$ cat config.mk
export PLATFORM = sky130hd
export DESIGN_NAME = srli_operation_unit
export DESIGN_NICKNAME = d
export VERILOG_FILES = /design/src/rtl/srli_operation_unit.sv
export SDC_FILE = /design/constraint.sdc
export NUM_CORES = 1
export LEC_CHECK = 0
export BUFFER_PORTS_ARGS = -buffer_cell sky130_fd_sc_hd__buf_2
export CAP_MARGIN = 20
export CORE_UTILIZATION = 32
export DETAILED_ROUTE_END_ITERATION = 6
export SETUP_SLACK_MARGIN = 0.05
export SLEW_MARGIN = 0
export SYNTH_ARGS = -nofsm -noshare
export SYNTH_HDL_FRONTEND = slang
export SYNTH_HIERARCHICAL = 1
export SYNTH_SLANG_ARGS = --single-unit
$ cat constraint.sdc
create_clock -name clk -period 0.8 [get_ports clk]
set_input_delay 0.08 -clock clk [delete_from_list [all_inputs] [get_ports clk]]
set_output_delay 0.08 -clock clk [all_outputs]
set_load 0.01 [all_outputs]
$ cat src/rtl/srli_operation_unit.sv
// srli_operation_unit: logical right-shift-immediate (SRLI) execute unit.
// Shifts SrcA right by the low log2(DATA_WIDTH) bits of Immediate and
// fills the vacated MSBs with zeros. The result is registered, so the
// latency is one cycle.
//
// Ports:
//   clk        rising-edge clock
//   rst_n      asynchronous active-low reset (clears Rd and out_valid)
//   in_valid   SrcA/Immediate carry an operation this cycle
//   SrcA       rs1 operand
//   Immediate  decoded I-type immediate (only the shamt bits are used)
//   Rd         registered shift result; held while in_valid=0
//   out_valid  Rd carries the result of the previous cycle's valid op

// One barrel-shifter stage: shift right by SHIFT when en, else pass through.
module srli_shift_stage #(
  parameter int DATA_WIDTH = 32,
  parameter int SHIFT      = 1
) (
  input  logic                  en,
  input  logic [DATA_WIDTH-1:0] din,
  output logic [DATA_WIDTH-1:0] dout
);
  assign dout = en ? (din >> SHIFT) : din;
endmodule

module srli_operation_unit #(
  parameter int DATA_WIDTH    = 32,
  parameter int OPCODE_LENGTH = 4
) (
  input  logic                  clk,
  input  logic                  rst_n,
  input  logic                  in_valid,
  input  logic [DATA_WIDTH-1:0] SrcA,
  input  logic [DATA_WIDTH-1:0] Immediate,
  output logic [DATA_WIDTH-1:0] Rd,
  output logic                  out_valid
);
  localparam int SHW = $clog2(DATA_WIDTH);
  // Opcode width is shared with sibling ALU blocks but has no effect here.
  localparam int unused_opcode_len = OPCODE_LENGTH;

  logic [SHW-1:0] shamt;
  // funct7 / sign-extension bits of the immediate are deliberately ignored.
  logic           unused_imm_hi;

  assign shamt         = Immediate[SHW-1:0];
  assign unused_imm_hi = ^Immediate[DATA_WIDTH-1:SHW];

  // stage_val[0] is the operand; stage_val[k+1] has applied shamt[k].
  logic [SHW:0][DATA_WIDTH-1:0] stage_val;
  assign stage_val[0] = SrcA;

  for (genvar k = 0; k < SHW; k++) begin : g_stage
    srli_shift_stage #(
      .DATA_WIDTH(DATA_WIDTH),
      .SHIFT     (1 << k)
    ) u_stage (
      .en  (shamt[k]),
      .din (stage_val[k]),
      .dout(stage_val[k+1])
    );
  end

  always_ff @(posedge clk or negedge rst_n) begin
    if (!rst_n) begin
      Rd        <= '0;
      out_valid <= 1'b0;
    end else begin
      out_valid <= in_valid;
      if (in_valid) Rd <= stage_val[SHW];
    end
  end
endmodule

==> impl_metrics.json <==
{
  "synth_nets": 314,
  "synth_top_family_by_area": "multiplexers",
  "yosysSeqAreaShare": 0.2298,
  "yosysTopAreaCell": "mux2_4",
  "clk_latency_ns": 0.28,
  "synth_area_sq_um": 3593,
  "post-synth-top-count-cell": "mux2_4",
  "synth_compound_area_frac": 0,
  "totalWireLength_um": 7326,
  "top_usage_layer": "met2",
  "timing.hold.ws_ns": 0.05177,
  "dieArea_sq_um": 11660,
  "final_util": 0.4385,
  "grtUsageTotal": 0.1285,
  "dieWidth_um": 108.0,
  "clkTransAtPathRegs_ns": 0.07,
  "clockRootBuffer": "clkbuf_8",
  "diodes": 0,
  "antenna_found_initial": 0,
  "arrival_ns": 2.02,
  "regArea_sq_um": 825.8,
  "drt_pre_antenna_iters": 4,
  "place_congestion": 0.7845,
  "critPathMaxFanout": 12,
  "crit_type": "in2reg",
  "port_buffers": 72,
  "grt_pass1_wl_um": 11790,
  "synth_xor_area_frac": 0,
  "vias": 2189,
  "multi_input_comb_area_sq_um": 2640,
  "required_ns": 0.97,
  "nets": 419,
  "ys_types": 9,
  "grt_pass1_vias": 2331,
  "die-height_um": 108.0,
  "synth_flop_cell": "dfrtp_1",
  "cts_sinks": 33,
  "area_growth_pct": 32.87,
  "pin_count": 100,
  "use_met3": 0.01447,
  "num-fill-cells": 1013,
  "syn_inst": 247,
  "violations": "negative setup slack",
  "ant_nets": 0,
  "rsz0062_at_grt": "true",
  "worst_pin_slew_ns": 0.2377,
  "place_inst": 461,
  "grt_use_met1": 0.1670,
  "grt-ovfl-total": 0,
  "ys_warn_count": 6,
  "place_ws_ns": -1.462,
  "viasPerCell": 4.440,
  "htreeDepth": 2,
  "synth_fa_ha_area_frac": 0,
  "initial_core_util": 0.3300,
  "grt_start_max_net_pins": 34,
  "cellPowerDensity_nw_per_um2": 1371,
  "slew-limit-headroom": 0.8416,
  "start_kind": "primary input",
  "hold_violations": 0,
  "drv_cap": 0,
  "numCtsBuffers": 5,
  "first_iter_violations": 78,
  "synth_mux_area_frac": 0.6226,
  "drv_slew": 0,
  "ys_top_cells_by_area": "mux2_4 (47%), dfrtp_1 (23%), mux2_2 (15%)",
  "core_sq_um": 10890,
  "drive_gt1_frac": 0.8669,
  "p_total_mw": 6.548,
  "syn_avg_cell_area_sq_um": 14.55,
  "synth_edf_count": 0,
  "num_rows": 38,
  "end_kind": "flip-flop",
  "outcome": "complete, but fails checks",
  "final.setup_skew_ns": 0,
  "period_share": 2.309,
  "ys_async_sr_fraction": 1.000,
  "use_met2": 0.2207,
  "yosys.area_share.simple": 0.05606,
  "cts_tree": "yes",
  "yosys-top-cells-count": "mux2_4 (113), mux2_2 (48), dfrtp_1 (33)",
  "final-setup-viol-count": 65,
  "instances_no_fill": 493,
  "synth_top_area_share": 0.4721,
  "post_drt_wl_per_cell_um": 14.86,
  "drc": 0,
  "power_leakage_nw": 2.470,
  "ys_ff_latch": 33,
  "peakVddDrop_mv": 0.5556,
  "hp-class": "in2reg",
  "fmax_mhz": 541.5,
  "layout_setup_ws_ns": -1.047,
  "layout_min_cycle_time_ns": 1.847,
  "hpwlAfterDp_um": 5626,
  "clockBufferDepth": 2
}
worst paths after layout:
check / end / startpoint / slack, ns / cells after the start
setup / recovery: Rd[4] / Immediate[0] / -1.05 / 8
hold / removal: out_valid / in_valid / 0.05 / 1
setup reg to reg: Rd[0] / Rd[0] / -0.12 / 2
hold reg to reg: Rd[19] / Rd[19] / 0.51 / 1
max in group asynchronous: Rd[12] / rst_n / 0.34 / 3
min in group asynchronous: Rd[19] / rst_n / 0.28 / 3
where the power goes:
| group | switching [mW] | total [mW] | leakage, nW | internal, mW |
|---|---|---|---|---|
| sequential | 0.161 | 2.06 | 0.423 | 1.89 |
| combinational | 1.10 | 3.28 | 2.00 | 2.18 |
| clock | 0.609 | 1.21 | 0.0450 | 0.603 |
| total | 1.87 | 6.55 | 2.47 | 4.68 |
kinds of logic after synthesis:
family	Yosys count
flops	33
mux	161
simple gates	31
buf+inv	22
layout make-up:
type	instances	area share
repair buffers	120	0.2201
clock buffers	6	0.01520
flip-flops and latches	33	0.1730
multi-input cells	192	0.5529
well taps	140	0.03669
clock inverters	2	0.002096
layer usage:
layer / vias up / share of wire
met4: 0 / 0.016
met5: - / 0
met1: 1031 / 0.46
met2: 57 / 0.48
met3: 8 / 0.039
li1: 1093 / -
cells in the final DEF (no fill, tap or decap), drive strengths merged:
| cell type | instances |
|---|---|
| dfrtp | 33 |
| and2b | 4 |
| clkinv | 2 |
| nor2b | 27 |
| clkbuf | 6 |
| mux2 | 161 |
| buf | 119 |
| dlygate4sd3 | 1 |
flip-flops by register name, summed over array words and instances (netlist names):
name / count
out_valid: 1
Rd: 32
worst max-delay path, stage by stage:
cell    delay, ns
buf_12       0.12
buf_16       0.15
mux2_4       0.30
mux2_4       0.27
mux2_4       0.28
mux2_4       0.29
mux2_4       0.26
mux2_4       0.26
what timing repair did:
action                     CTS  global route
hold buffers                 1             0
cloned                       3             0
hold endpoints to repair    33             0
gates resized for setup     69            16
setup buffers               15             5
setup endpoints to repair   65            65
through the flow:
stage               TNS (ns)  cell area, sq um
global placement      -40.93              4088
finish                -32.72              4775
global route          -34.47              4775
floorplan             -35.28              3617
detailed placement    -41.49              4088
CTS                   -32.95              4654
No activity file was read; power rests on OpenSTA's default activity.
